### src/rtl/vga_timing_gen.sv
// VGA 640x480@60 raster timing generator, pixel enable from divided clock.
// Optional colour-bar test pattern: define VGA_TEST_PATTERN_EN.
module vga_timing_gen #(
    parameter int H_VISIBLE = 640,
    parameter int H_FRONT   = 16,
    parameter int H_SYNC    = 96,
    parameter int H_BACK    = 48,
    parameter int V_VISIBLE = 480,
    parameter int V_FRONT   = 10,
    parameter int V_SYNC    = 2,
    parameter int V_BACK    = 33
) (
    input  logic        clk_in,
    input  logic        rst_a,
    input  logic        pix_div,
    input  logic [11:0] rgb_in,
    output logic        hsync,
    output logic        vsync,
    output logic        video_on,
    output logic [9:0]  pixel_x,
    output logic [9:0]  pixel_y,
    output logic        frame_start,
    output logic [11:0] rgb_out
);

    localparam int H_TOTAL = H_VISIBLE + H_FRONT + H_SYNC + H_BACK;
    localparam int V_TOTAL = V_VISIBLE + V_FRONT + V_SYNC + V_BACK;

    localparam logic [9:0] H_LAST   = 10'(H_TOTAL - 1);
    localparam logic [9:0] V_LAST   = 10'(V_TOTAL - 1);
    localparam logic [9:0] H_VIS    = 10'(H_VISIBLE);
    localparam logic [9:0] V_VIS    = 10'(V_VISIBLE);
    localparam logic [9:0] HS_FIRST = 10'(H_VISIBLE + H_FRONT);
    localparam logic [9:0] HS_LAST  = 10'(H_VISIBLE + H_FRONT + H_SYNC - 1);
    localparam logic [9:0] VS_FIRST = 10'(V_VISIBLE + V_FRONT);
    localparam logic [9:0] VS_LAST  = 10'(V_VISIBLE + V_FRONT + V_SYNC - 1);

    logic       pix_div_q;
    logic       pix_en;
    logic [9:0] h_cnt;
    logic [9:0] v_cnt;
    logic       h_vis;
    logic       v_vis;
    logic       hs_act;
    logic       vs_act;
    logic       first_px;

    // Divider resets high, so the registered copy does too: no edge at reset.
    always_ff @(posedge clk_in or posedge rst_a) begin
        if (rst_a) begin
            pix_div_q <= 1'b1;
        end else begin
            pix_div_q <= pix_div;
        end
    end

    assign pix_en = pix_div & ~pix_div_q;

    always_ff @(posedge clk_in or posedge rst_a) begin
        if (rst_a) begin
            h_cnt <= '0;
            v_cnt <= '0;
        end else if (pix_en) begin
            if (h_cnt == H_LAST) begin
                h_cnt <= '0;
                if (v_cnt == V_LAST) begin
                    v_cnt <= '0;
                end else begin
                    v_cnt <= v_cnt + 10'd1;
                end
            end else begin
                h_cnt <= h_cnt + 10'd1;
            end
        end
    end

    always_comb begin
        h_vis    = (h_cnt < H_VIS);
        v_vis    = (v_cnt < V_VIS);
        hs_act   = (h_cnt >= HS_FIRST) && (h_cnt <= HS_LAST);
        vs_act   = (v_cnt >= VS_FIRST) && (v_cnt <= VS_LAST);
        first_px = (h_cnt == 10'd0) && (v_cnt == 10'd0);
    end

    // Outputs present the pre-advance counter values.
    always_ff @(posedge clk_in or posedge rst_a) begin
        if (rst_a) begin
            hsync       <= 1'b1;
            vsync       <= 1'b1;
            video_on    <= 1'b0;
            pixel_x     <= '0;
            pixel_y     <= '0;
            frame_start <= 1'b0;
        end else begin
            frame_start <= 1'b0;
            if (pix_en) begin
                hsync       <= ~hs_act;
                vsync       <= ~vs_act;
                video_on    <= h_vis & v_vis;
                pixel_x     <= h_cnt;
                pixel_y     <= v_cnt;
                frame_start <= first_px;
            end
        end
    end

`ifdef VGA_TEST_PATTERN_EN
    logic [11:0] bar_rgb;
    logic        unused_rgb_in;

    assign unused_rgb_in = ^rgb_in;

    // 80-pixel bars selected by a compare chain instead of a divider.
    always_comb begin
        bar_rgb = 12'h000;
        if (h_cnt < 10'd80) begin
            bar_rgb = 12'hFFF;
        end else if (h_cnt < 10'd160) begin
            bar_rgb = 12'hFF0;
        end else if (h_cnt < 10'd240) begin
            bar_rgb = 12'h0FF;
        end else if (h_cnt < 10'd320) begin
            bar_rgb = 12'h0F0;
        end else if (h_cnt < 10'd400) begin
            bar_rgb = 12'hF0F;
        end else if (h_cnt < 10'd480) begin
            bar_rgb = 12'hF00;
        end else if (h_cnt < 10'd560) begin
            bar_rgb = 12'h00F;
        end else begin
            bar_rgb = 12'h000;
        end
    end

    always_ff @(posedge clk_in or posedge rst_a) begin
        if (rst_a) begin
            rgb_out <= 12'h000;
        end else if (pix_en) begin
            rgb_out <= (h_vis & v_vis) ? bar_rgb : 12'h000;
        end
    end
`else
    // Combinational so the renderer can answer the presented pixel in-cycle.
    assign rgb_out = video_on ? rgb_in : 12'h000;
`endif

endmodule

### config.mk
export PLATFORM = sky130hd
export DESIGN_NAME = vga_timing_gen
export DESIGN_NICKNAME = d
export VERILOG_FILES = /design/src/rtl/vga_timing_gen.sv
export SDC_FILE = /design/constraint.sdc
export NUM_CORES = 1
export LEC_CHECK = 0
export BUFFER_PORTS_ARGS = -buffer_cell sky130_fd_sc_hd__buf_2
export CAP_MARGIN = 0
export CORE_MARGIN = 10
export CORE_UTILIZATION = 50
export CTS_CLUSTER_DIAMETER = 80
export DETAILED_ROUTE_END_ITERATION = 8
export MAX_ROUTING_LAYER = met4
export PLACE_DENSITY = 0.75
export SLEW_MARGIN = 20
export SYNTH_ARGS = -nofsm -noshare
export SYNTH_HDL_FRONTEND = slang
export SYNTH_SLANG_ARGS = --single-unit
export TNS_END_PERCENT = 5
### constraint.sdc
create_clock -name clk_in -period 2.55 [get_ports clk_in]
set_input_delay 0.765 -clock clk_in [delete_from_list [all_inputs] [get_ports clk_in]]
set_output_delay 0.765 -clock clk_in [all_outputs]
set_load 0.05 [all_outputs]
==> results by group <==
Logic synthesis
  • Main synth FF type: dfrtp_1
  • Largest family of logic cells by synthesized area: simple AND/OR/NAND/NOR gates
  • Post-Synth Simple-Gate Area: between 20% and 30%
  • Mapped Nets: approximately 250
  • Mux share of post-synthesis cell area: less than 1%
  • Synth Area in Adders: ~2.4%
  • Post-Syn Instances: 230
  • Post-synth cell types: 38
  • Mapped Area: ~2100 sq um
  • Mapped Avg Cell Area: between 9 and 10 sq um
  • Synth warn: 0
  • #FFs+latches synth: 45
  • Post-synthesis xor/xnor area fraction: around 3.7%
  • Post-synth EDFFs: 0
  • Post-synthesis compound-gate area fraction: 6.608%
  • Asr flop ratio synth: between 90% and 100%
  • Sequential fraction of the synthesis area: 53.27%

Worst setup path
  • R2r worst-path depth: 6
  • Critical path startpoint category: flop
  • CP Data Arrival Time: 1.22 ns
  • WS Path Type: flop to primary output
  • Buf/Inv on CP: 1
  • R2r endpoint: v_cnt[9]$_DFFE_PP0P_
  • Crit-path cells: and2_1, buf_2
  • Required @ worst endpoint: roughly 1.8 ns
  • CP Depth: 2
  • Max stage delay on crit path: 0.49 ns
  • CP endpoint kind: primary output
  • CP top delay family: flip-flops
  • CP max FO: 14
  • R2R Path Start: v_cnt[1]$_DFFE_PP0P_
  • Slowest stage cell, crit path: dfrtp_1
  • Reg2Reg Setup Slack: 0.74 ns

Route
  • Routed WL: 4852 um
  • Detailed Route Iter0 Violations: around 180
  • DR WL/cell: 14.75 um
  • # DRC: 0
  • DR vias/cell: roughly 5.2
  • Vias: between 1.5k and 2k
  • Antenna viol nets, final: 0
  • Drt pass-1 iters: 4

Floorplan
  • Chip width: around 85 um
  • Rows: 23
  • Core ar.: 4058 sq um
  • Die Area: between 7000 and 8000 sq um
  • Number of I/O pins: approximately 50
  • Initial Util: between 50% and 60%
  • Die Height: between 80 and 90 um

Power and ir drop
  • Switch share: between 30% and 40%
  • PD cells: between 600 and 700 nW/um^2
  • Int Pwr: between 1 and 1.5 mW
  • Clock share of power: between 20% and 30%
  • Worst vdd ir: about 0.48 mV
  • NetSw: ~600 uW
  • Sequential share of power: roughly 50%
  • Combinational fraction of design power: a little under a quarter
  • Static Leak: approximately 1.3 nW

Clock network
  • Setup bufs post-CTS: 0
  • CTS Sinks: 45
  • Bufs on Longest Clock Path: 2
  • H-tree level count: 2
  • Post-cts sizing count: 0
  • CTS tree: built
  • Skew-Pair Late Insertion Delay: 0.30 ns
  • Root Buffer: clkbuf_8
  • CTS Buf Count: 5
  • CTS Hold Buffers Added: 0
  • Clock-pin slew on the worst setup and hold paths: around 0.080 ns

Flow run
  • Max-Cap Viols: 0

Placed design
  • PortBufs: 50
  • DP Area: approximately 2400 sq um
  • Final RePlAce weighted congestion: around 0.89
  • DP Wirelength: 3490 um

Worst hold path
  • HP Class: flop to flop
  • Hold Path Origin: pixel_x[5]$_DFFE_PP0P_
  • Hold Path Depth: 2
  • WHS Endpoint: pixel_x[5]$_DFFE_PP0P_

STA
  • Relative slew slack: a little over three fifths
  • RSZ-0062 raised after global routing: no
  • Final Skew: a little under 0.005 ns
  • Final TNS setup: 0 ns
  • Final Hold Fails: 0
  • Worst-Margin Slew: between 0.5 and 0.6 ns
  • Fmax: slightly above 500 MHz
  • Tmin final: just under 2 ns
  • Max Transition Viols Final: 0
  • Final setup viols: 0
  • Final worst path period share: just under 80%

Global routing
  • First-pass GRT wire length: between 8000 and 9000 um
  • Gr ovfl total: 0
  • Vias in the first global route: 1667
  • GRT Resource Usage Total: between 10% and 20%
  • Largest net degree at the start of global routing: 46
  • Initial antenna violation count: 0

Final layout
  • Commonest cells after routing, fill and taps aside: 66 x nand2_1, 50 x buf_2, 42 x dfrtp_1
  • Layout cells sized above 1: a little under a quarter
  • Layout net count: about 300
  • # diodes: 0
  • Syn-to-layout area delta: 16.70%
  • Design area: approximately 2500 sq um
  • Commonest non-fill, non-tap cell in the layout: nand2_1

Outcome
  • Status: finished, final reports clean
-- tightest hold or removal path, stage by stage, from the launching register on --
cell     delay, ns
dfrtp_1       0.34
nand2_1       0.05
nand2_1       0.05
-- flip-flops by register name (all words and copies together) (netlist names) --
| name | flops |
|---|---|
| vsync | 1 |
| video_on | 1 |
| pixel_x | 10 |
| v_cnt | 10 |
| pixel_y | 10 |
| pix_div_q | 1 |
| frame_start | 1 |
| h_cnt | 10 |
| hsync | 1 |
-- metal layers --
metal / track usage, % / part of all wire [%]
met1: 18.38 / 50
met2: 18.19 / 38
met3: 6.501 / 11
met4: 4.491 / 1.3
met5: - / 0
-- cell families (layout without fill, tap and decap cells) --
logic type,after synthesis,after routing
compound gates,25,25
xor+xnor,9,9
fa+ha+maj,4,4
buf+inv,20,69
flops,45,45
mux,2,2
simple gates,125,125
-- per-stage QoR --
step | utilization [%] | hold slack (ns) | setup slack [ns] | cells | total power [mW]
floorplan | - | 0.4868 | 0.4495 | 230 | 1.168
global placement | 59.02 | 0.4533 | 0.4806 | 321 | 1.269
detailed placement | 59.02 | 0.4573 | 0.4029 | 321 | 1.279
CTS | 60.99 | 0.4770 | 0.5405 | 329 | 1.700
global route | 60.99 | 0.4864 | 0.4187 | 329 | 1.773
finish | 60.99 | 0.4694 | 0.5645 | 329 | 1.687
-- power groups by stage --
| stage | Sequential (mW) | Clock (mW) | Combinational (mW) |
|---|---|---|---|
| after floorplan | 0.975 | 0 | 0.193 |
| after global placement | 0.863 | 0 | 0.407 |
| after detailed placement | 0.870 | 0 | 0.409 |
| after CTS | 0.855 | 0.434 | 0.410 |
| after global routing | 0.872 | 0.463 | 0.439 |
| final | 0.856 | 0.427 | 0.405 |
-- final cells by class --
| class | instances | area (sq um) |
|---|---|---|
| multi-input cells | 165 | 895.9 |
| flip-flops and latches | 45 | 1130 |
| fillers | 368 | 1583 |
| well taps | 50 | 62.56 |
| inverters | 7 | 26.28 |
| repair buffers | 54 | 280.3 |
| clock buffers | 8 | 80.08 |
-- synth_stat cells, types with 2 or more instances --
cell type,count,area (sq um)
and3_1,6,37.54
nand3_1,8,40.04
o21ai_0,16,80.08
o31ai_1,2,15.01
buf_6,2,22.52
inv_1,7,26.28
dfstp_2,3,78.83
or4_1,2,15.01
a21oi_1,2,10.01
nor3_1,5,25.02
mux2i_1,2,20.02
nand2_1,66,247.7
ha_1,4,50.05
dfrtp_1,42,1051
nor2_1,7,26.28
nand4_1,6,37.54
xnor2_1,5,43.79
nand2b_1,2,12.51
nor4b_1,2,17.52
and2_1,12,75.07
xor2_1,4,35.03
clkbuf_1,9,33.78
-- worst max path at each step --
stage	startpoint	endpoint	slack, ns
final	video_on$_DFFE_PP0P_	rgb_out[1]	0.56
after global routing	video_on$_DFFE_PP0P_	rgb_out[3]	0.42
after CTS	video_on$_DFFE_PP0P_	rgb_out[1]	0.54
after detailed placement	pix_div	v_cnt[8]$_DFFE_PP0P_	0.40
after global placement	pix_div	v_cnt[8]$_DFFE_PP0P_	0.48
after floorplan	video_on$_DFFE_PP0P_	rgb_out[10]	0.45
No activity file was read; power rests on OpenSTA's default activity.
